$ cat config.mk
export PLATFORM = sky130hd
export DESIGN_NAME = mem_access_unit_flat
export DESIGN_NICKNAME = d
export VERILOG_FILES = /design/src/rtl/mem_access_unit_pkg.sv /design/src/rtl/mem_access_unit_if.sv /design/src/rtl/mem_access_unit_load_extend.sv /design/src/rtl/mem_access_unit.sv /design/src/flat_wrapper.sv
export SDC_FILE = /design/constraint.sdc
export NUM_CORES = 1
export LEC_CHECK = 0
export BUFFER_PORTS_ARGS = -buffer_cell sky130_fd_sc_hd__clkbuf_2
export CORE_ASPECT_RATIO = 1.4
export CORE_MARGIN = 5
export CORE_UTILIZATION = 57
export CTS_CLUSTER_DIAMETER = 120
export DETAILED_ROUTE_END_ITERATION = 16
export GPL_TIMING_DRIVEN = 1
export PLACE_DENSITY_LB_ADDON = 0.05
export SLEW_MARGIN = 20
export SYNTH_ARGS = -nofsm -noshare
export SYNTH_HDL_FRONTEND = slang
export SYNTH_HIERARCHICAL = 1
export SYNTH_SLANG_ARGS = --single-unit
$ cat constraint.sdc
create_clock -name clk -period 6.6 [get_ports clk]
set_input_delay 0.66 -clock clk [delete_from_list [all_inputs] [get_ports clk]]
set_output_delay 0.66 -clock clk [all_outputs]
set_load 0.02 [all_outputs]
$ cat src/rtl/mem_access_unit_pkg.sv
// Shared definitions for the MEM-stage load/store initiator: size codes,
// FSM states, byte-enable patterns and small decode helpers.
package mem_access_unit_pkg;

    // Access size codes; 2'b11 is decoded as a word everywhere.
    localparam logic [1:0] SZ_B = 2'b00;
    localparam logic [1:0] SZ_H = 2'b01;
    localparam logic [1:0] SZ_W = 2'b10;

    // Byte-enable patterns the data memory honours besides one-hot bytes.
    localparam logic [3:0] BE_W  = 4'b1111;
    localparam logic [3:0] BE_LO = 4'b0011;
    localparam logic [3:0] BE_HI = 4'b1100;

    typedef enum logic [1:0] {
        ST_IDLE  = 2'd0,
        ST_SPLIT = 2'd1,
        ST_DONE  = 2'd2
    } state_t;

    // One-hot byte enable for a lane offset.
    function automatic logic [3:0] be_onehot(input logic [1:0] off);
        return 4'b0001 << off;
    endfunction

    // True when the access can be done with a single legal byte-enable pattern.
    function automatic logic is_aligned(input logic [1:0] size, input logic [1:0] off);
        if (size == SZ_B) return 1'b1;
        if (size == SZ_H) return (off[0] == 1'b0);
        return (off == 2'b00);
    endfunction

    // Index of the last byte of a split access (byte accesses never split).
    function automatic logic [1:0] last_k(input logic [1:0] size);
        return (size == SZ_H) ? 2'd1 : 2'd3;
    endfunction

endpackage

$ cat src/rtl/mem_access_unit_if.sv
// Pipeline request/response and data-memory port of the MEM-stage unit.
// The slave modport is the unit; the master modport is its environment.
interface mem_access_unit_if #(
    parameter int ADDR_W = 12
);
    logic              req_valid;
    logic              req_write;
    logic [1:0]        req_size;
    logic              req_signed;
    logic [31:0]       req_addr;
    logic [31:0]       req_wdata;
    logic              stall;
    logic              resp_valid;
    logic [31:0]       resp_rdata;
    logic [ADDR_W-3:0] dm_A;
    logic              dm_memWrite;
    logic [3:0]        dm_be;
    logic [31:0]       dm_D;
    logic [31:0]       dm_Dout;

    modport slave (
        input  req_valid, req_write, req_size, req_signed, req_addr, req_wdata, dm_Dout,
        output stall, resp_valid, resp_rdata, dm_A, dm_memWrite, dm_be, dm_D
    );

    modport master (
        output req_valid, req_write, req_size, req_signed, req_addr, req_wdata, dm_Dout,
        input  stall, resp_valid, resp_rdata, dm_A, dm_memWrite, dm_be, dm_D
    );
endinterface

$ cat src/rtl/mem_access_unit_load_extend.sv
// Load lane select plus sign/zero extension. Used both on raw memory read
// data (aligned path) and on the byte-assembly register (split path).
module load_extend
    import mem_access_unit_pkg::*;
(
    input  logic [31:0] data,
    input  logic [1:0]  offset,
    input  logic [1:0]  size,
    input  logic        sign_ext,
    output logic [31:0] result
);
    logic [7:0]  lane_b;
    logic [15:0] lane_h;

    // Pick the addressed byte/half lane and extend it to 32 bits.
    always_comb begin
        // NOTE: every combinational output gets a value on every path, so no latch is inferred.
        lane_b = data[{offset, 3'b000} +: 8];
        lane_h = offset[1] ? data[31:16] : data[15:0];
        result = data;
        case (size)
            SZ_B:    result = {{24{sign_ext & lane_b[7]}}, lane_b};
            SZ_H:    result = {{16{sign_ext & lane_h[15]}}, lane_h};
            default: result = data;
        endcase
    end
endmodule

$ cat src/rtl/mem_access_unit.sv
// MEM-stage load/store initiator. Aligned accesses go straight to the data
// memory in the request cycle; misaligned halves/words are broken into
// single-byte accesses while the pipeline is stalled.
module mem_access_unit
    import mem_access_unit_pkg::*;
#(
    parameter int ADDR_W = 12
) (
    input  logic               clk,
    input  logic               rst_n,
    mem_access_unit_if.slave   bus
);
    state_t            state;
    logic [1:0]        k;
    logic [31:0]       asm_q;
    logic              lat_write;
    logic              lat_signed;
    logic [1:0]        lat_size;
    logic [ADDR_W-1:0] lat_addr;
    logic [31:0]       lat_wdata;

    logic [ADDR_W-1:0] req_a;
    logic              req_aligned;
    logic [ADDR_W-1:0] split_a;
    logic [7:0]        split_rbyte;
    logic [7:0]        split_wbyte;
    logic [31:0]       ext_direct;
    logic [31:0]       ext_asm;
    logic              unused_addr_bits;

    assign req_a            = bus.req_addr[ADDR_W-1:0];
    assign req_aligned      = is_aligned(bus.req_size, req_a[1:0]);
    assign split_a          = lat_addr + ADDR_W'(k);
    assign split_rbyte      = bus.dm_Dout[{split_a[1:0], 3'b000} +: 8];
    assign split_wbyte      = lat_wdata[{k, 3'b000} +: 8];
    assign unused_addr_bits = ^bus.req_addr[31:ADDR_W];

    load_extend u_ext_direct (
        .data     (bus.dm_Dout),
        .offset   (req_a[1:0]),
        .size     (bus.req_size),
        .sign_ext (bus.req_signed),
        .result   (ext_direct)
    );

    load_extend u_ext_asm (
        .data     (asm_q),
        .offset   (2'b00),
        .size     (lat_size),
        .sign_ext (lat_signed),
        .result   (ext_asm)
    );

    // Control state, split byte index, request latch and load assembly.
    always_ff @(posedge clk) begin
        // NOTE: sequential state uses non-blocking assignments so every register sees pre-edge values.
        if (!rst_n) begin
            // NOTE: the request latch is pure datapath, loaded before use, so it is left out of reset.
            state <= ST_IDLE;
            k     <= 2'd0;
            asm_q <= 32'd0;
        end else begin
            case (state)
                ST_IDLE: begin
                    if (bus.req_valid && !req_aligned) begin
                        lat_write  <= bus.req_write;
                        lat_signed <= bus.req_signed;
                        lat_size   <= bus.req_size;
                        lat_addr   <= req_a;
                        lat_wdata  <= bus.req_wdata;
                        k          <= 2'd0;
                        asm_q      <= 32'd0;
                        state      <= ST_SPLIT;
                    end
                end
                ST_SPLIT: begin
                    if (!lat_write) begin
                        asm_q[{k, 3'b000} +: 8] <= split_rbyte;
                    end
                    if (k == last_k(lat_size)) begin
                        state <= ST_DONE;
                    end else begin
                        k <= k + 2'd1;
                    end
                end
                ST_DONE: state <= ST_IDLE;
                default: state <= ST_IDLE;
            endcase
        end
    end

    // Memory port and pipeline handshake; everything is held at zero in reset.
    always_comb begin
        bus.stall       = 1'b0;
        bus.resp_valid  = 1'b0;
        bus.resp_rdata  = 32'd0;
        bus.dm_A        = '0;
        bus.dm_memWrite = 1'b0;
        bus.dm_be       = 4'b0000;
        bus.dm_D        = 32'd0;
        if (rst_n) begin
            case (state)
                ST_IDLE: begin
                    if (bus.req_valid) begin
                        if (req_aligned) begin
                            bus.dm_A        = req_a[ADDR_W-1:2];
                            bus.dm_memWrite = bus.req_write;
                            bus.resp_valid  = 1'b1;
                            bus.resp_rdata  = bus.req_write ? 32'd0 : ext_direct;
                            case (bus.req_size)
                                SZ_B: begin
                                    bus.dm_be = be_onehot(req_a[1:0]);
                                    bus.dm_D  = bus.req_write ? {24'd0, bus.req_wdata[7:0]} : 32'd0;
                                end
                                SZ_H: begin
                                    bus.dm_be = req_a[1] ? BE_HI : BE_LO;
                                    bus.dm_D  = bus.req_write ? {16'd0, bus.req_wdata[15:0]} : 32'd0;
                                end
                                default: begin
                                    bus.dm_be = BE_W;
                                    bus.dm_D  = bus.req_write ? bus.req_wdata : 32'd0;
                                end
                            endcase
                        end else begin
                            bus.stall = 1'b1;
                        end
                    end
                end
                ST_SPLIT: begin
                    bus.stall       = 1'b1;
                    bus.dm_A        = split_a[ADDR_W-1:2];
                    bus.dm_be       = be_onehot(split_a[1:0]);
                    bus.dm_memWrite = lat_write;
                    bus.dm_D        = lat_write ? {24'd0, split_wbyte} : 32'd0;
                end
                ST_DONE: begin
                    bus.resp_valid = 1'b1;
                    bus.resp_rdata = lat_write ? 32'd0 : ext_asm;
                end
                default: ;
            endcase
        end
    end
endmodule
$ cat src/flat_wrapper.sv
// flat-port wrapper written by rule: the top's interface ports become plain ports
module mem_access_unit_flat import mem_access_unit_pkg::*;
#(
    parameter int ADDR_W = 12
)
  (clk, rst_n, bus_req_valid, bus_req_write, bus_req_size, bus_req_signed, bus_req_addr, bus_req_wdata, bus_dm_Dout, bus_stall, bus_resp_valid, bus_resp_rdata, bus_dm_A, bus_dm_memWrite, bus_dm_be, bus_dm_D);
  mem_access_unit_if #(.ADDR_W(ADDR_W)) bus_i ();
  input  logic clk;
  input  logic rst_n;
  input wire logic [$bits(bus_i.req_valid)-1:0] bus_req_valid;
  input wire logic [$bits(bus_i.req_write)-1:0] bus_req_write;
  input wire logic [$bits(bus_i.req_size)-1:0] bus_req_size;
  input wire logic [$bits(bus_i.req_signed)-1:0] bus_req_signed;
  input wire logic [$bits(bus_i.req_addr)-1:0] bus_req_addr;
  input wire logic [$bits(bus_i.req_wdata)-1:0] bus_req_wdata;
  input wire logic [$bits(bus_i.dm_Dout)-1:0] bus_dm_Dout;
  output wire logic [$bits(bus_i.stall)-1:0] bus_stall;
  output wire logic [$bits(bus_i.resp_valid)-1:0] bus_resp_valid;
  output wire logic [$bits(bus_i.resp_rdata)-1:0] bus_resp_rdata;
  output wire logic [$bits(bus_i.dm_A)-1:0] bus_dm_A;
  output wire logic [$bits(bus_i.dm_memWrite)-1:0] bus_dm_memWrite;
  output wire logic [$bits(bus_i.dm_be)-1:0] bus_dm_be;
  output wire logic [$bits(bus_i.dm_D)-1:0] bus_dm_D;
  assign bus_i.req_valid = bus_req_valid;
  assign bus_i.req_write = bus_req_write;
  assign bus_i.req_size = bus_req_size;
  assign bus_i.req_signed = bus_req_signed;
  assign bus_i.req_addr = bus_req_addr;
  assign bus_i.req_wdata = bus_req_wdata;
  assign bus_i.dm_Dout = bus_dm_Dout;
  assign bus_stall = bus_i.stall;
  assign bus_resp_valid = bus_i.resp_valid;
  assign bus_resp_rdata = bus_i.resp_rdata;
  assign bus_dm_A = bus_i.dm_A;
  assign bus_dm_memWrite = bus_i.dm_memWrite;
  assign bus_dm_be = bus_i.dm_be;
  assign bus_dm_D = bus_i.dm_D;
  mem_access_unit #(.ADDR_W(ADDR_W)) u_core (.clk(clk), .rst_n(rst_n), .bus(bus_i));
endmodule
==> reports/metrics.csv <==
stage,metric,value,unit
synth,syn_avg_cell_area,8.76,µm²
power_and_ir_drop,p_leak,3.09,nW
worst_setup_path,critical_path_peak_fanout,42,
timing,worst_slack,3090,ps
synth,synth_flop_cell,edfxtp_1,
synth,synth_cell_types,59,
place,placed_area,6820,µm²
place,pre_cts_slack,3110,ps
power_and_ir_drop,p_per_area,189,nW/µm²
clock_tree,hold_buffers,0,
worst_setup_path,cp-end-kind,output port,
worst_setup_path,required,5940,ps
worst_setup_path,reg2reg_depth,4,
die,die_h,131,µm
layout,fin_cells,960,
worst_setup_path,cp.arrival,2850,ps
routing,avgViaCountPerCell,6.14,
global_route,grt_pass1_wl,29.6,mm
worst_setup_path,cpPeakStageDelay,620,ps
timing,setup_viol,0,
place,dp_hpwl,13.9,mm
timing,rsz0062_at_grt,false,
synth,synth_edf_count,48,
die,die-width,96.6,µm
layout,drive_above_1_share,0.293,
clock_tree,root_buffer,clkbuf_16,
global_route,track_usage,0.287,
die,design.core.area,10300,µm²
run_status,status,"finished, final reports clean",
routing,drc,0,
power_and_ir_drop,peakVddDrop,160,µV
timing,hold_viol,0,
layout,area_growth,19.2,%
min_path,hp-class,reg2reg,
routing,vias,5898,
place,dp.cells,943,
layout,n_fill_cell,881,
worst_setup_path,crit_path_cell_trace,clkbuf_2 -> nand2b_1 -> or3b_1 -> nor2_1 -> a22o_1 -> clkbuf_2,
timing,hold_slack,468,ps
clock_tree,h-tree-depth,3,
synth,ys_ff_latch,84,
clock_tree,clock_sinks,84,
job,drv_cap,0,
timing,max_freq,0.285,GHz
routing,ant_nets,0,
worst_setup_path,crit_type,in2out,
worst_setup_path,startpoint_type,primary input,
synth,synth_area,5990,µm²
synth,yosysWarnings,6,
synth,syn_inst,684,
global_route,grt_pass1_vias,5938,
timing,skew,9.79,ps
clock_tree,cts_tree,built,
layout,fin_nets,927,
routing,wl_per_cell,19.5,µm
place,io_buffers,163,
timing,slew_headroom,0.347,
synth,synth-async-reset-ratio,0,
routing,drt-initial-drc-count,342,
routing,wirelength,18.7,mm
timing,period_needed,3510,ps
worst_setup_path,slowest_stage,clkbuf_2,
min_path,min_path_cells,2,
layout,diodes,0,
clock_tree,cts_buffer_depth,2,
clock_tree,path_clk_slew,80,ps
global_route,grt_max_degree,61,
die,die_area,12700,µm²
timing,final_max_slew_viol_count,0,
global_route,grt_overflow_total,0,
worst_setup_path,crit_top_cell,clkbuf_2,
layout,layout_commonest_cell,clkbuf_2,
synth,ys_seq_area_frac,0.361,
timing,finalCritPeriodShare,0.532,
timing,worstMarginPinSlew,979,ps
place,gp_congestion,0.923,
clock_tree,post_cts_buffers,0,
die,initial_core_util,0.579,
routing,dr.pass1.iters,6,
die,io_pins,184,
die,rows,44,
clock_tree,numCtsBuffers,9,
clock_tree,insertion_delay,350,ps
layout,finalInstanceArea,7140,µm²
global_route,grt_antenna_before_repair,0,
timing,fin_setup_tns,0,ps
clock_tree,ctsResizeCount,0,
layout,final_cell_mix,"clkbuf_2, nand2_1, nor2_1",
-- synth_stat cells, types with 16 or more instances --
master,n,area share
clkbuf_1,27,0.017
a221o_2,16,0.030
edfxtp_1,48,0.24
nand2b_1,21,0.022
dfxtp_1,36,0.12
o21ai_1,27,0.023
mux4_2,16,0.060
nor2_1,52,0.033
nand4_1,26,0.027
buf_2,20,0.017
and3_1,16,0.017
a22oi_1,43,0.054
nand2_1,146,0.091
-- state kept, by name (all words and copies together) (netlist names) --
| register | count |
|---|---|
| u_core/lat_size | 2 |
| u_core/lat_wdata | 32 |
| u_core/lat_write | 1 |
| u_core/asm_q | 32 |
| u_core/k | 2 |
| u_core/state | 2 |
| u_core/lat_signed | 1 |
| u_core/lat_addr | 12 |
-- kinds of logic after synthesis --
logic type / count (synthesis) / synth area share
AO/OA/AOI/OAI: 168 / 0.217
XOR/XNOR: 12 / 0.0175
adder cells (fa/ha/maj): 7 / 0.0159
buffers and inverters: 67 / 0.0512
flip-flops: 84 / 0.361
multiplexers: 24 / 0.0739
other: 1 / 0.000626
AND/OR/NAND/NOR: 321 / 0.263
-- metal layers --
metal | up-vias | routed length [µm] | GRT usage | part of all wire
met4 | 0 | 1070 | 0.176 | 0.058
li1 | 2791 | - | - | -
met2 | 280 | 9760 | 0.515 | 0.52
met3 | 66 | 1240 | 0.0583 | 0.067
met1 | 2761 | 6600 | 0.305 | 0.35
met5 | - | 0 | 0 | 0
-- stage by stage --
stage / total power, mW / util
after floorplan: 0.760 / -
after global placement: 0.842 / 0.658
after detailed placement: 0.849 / 0.659
after CTS: 1.35 / 0.688
after global routing: 1.39 / 0.690
final: 1.35 / 0.690
-- final timing paths --
kind / slack, ps / to / start
worst max-delay path: 3090 / bus_dm_A[1] / rst_n
worst min-delay path: 470 / u_core/asm_q[2] / u_core/asm_q[2]
worst max register to register: 4080 / u_core/asm_q[29] / u_core/state[0]
worst min register to register: 470 / u_core/asm_q[2] / u_core/asm_q[2]
-- critical path: cells and delay by family --
kind	cells	cell delay [ps]
compound gates	1	230
buf+inv	2	790
simple gates	3	1160
-- power breakdown --
| part | switching (mW) | internal, mW |
|---|---|---|
| clock | 0.235 | 0.268 |
| combinational | 0.171 | 0.0975 |
| sequential | 0.00833 | 0.566 |
| total | 0.415 | 0.932 |
-- area by class of cell --
| cell class | instances | area (µm²) | area share |
|---|---|---|---|
| multi-input cells | 542 | 3590 | 0.502 |
| clock inverters | 7 | 73.8 | 0.0103 |
| inverters | 9 | 33.8 | 0.00473 |
| repair buffers | 171 | 887 | 0.124 |
| flip-flops and latches | 84 | 2160 | 0.303 |
| clock buffers | 9 | 225 | 0.0315 |
| well taps | 138 | 173 | 0.0242 |
Power figures use the tool's default switching activity.
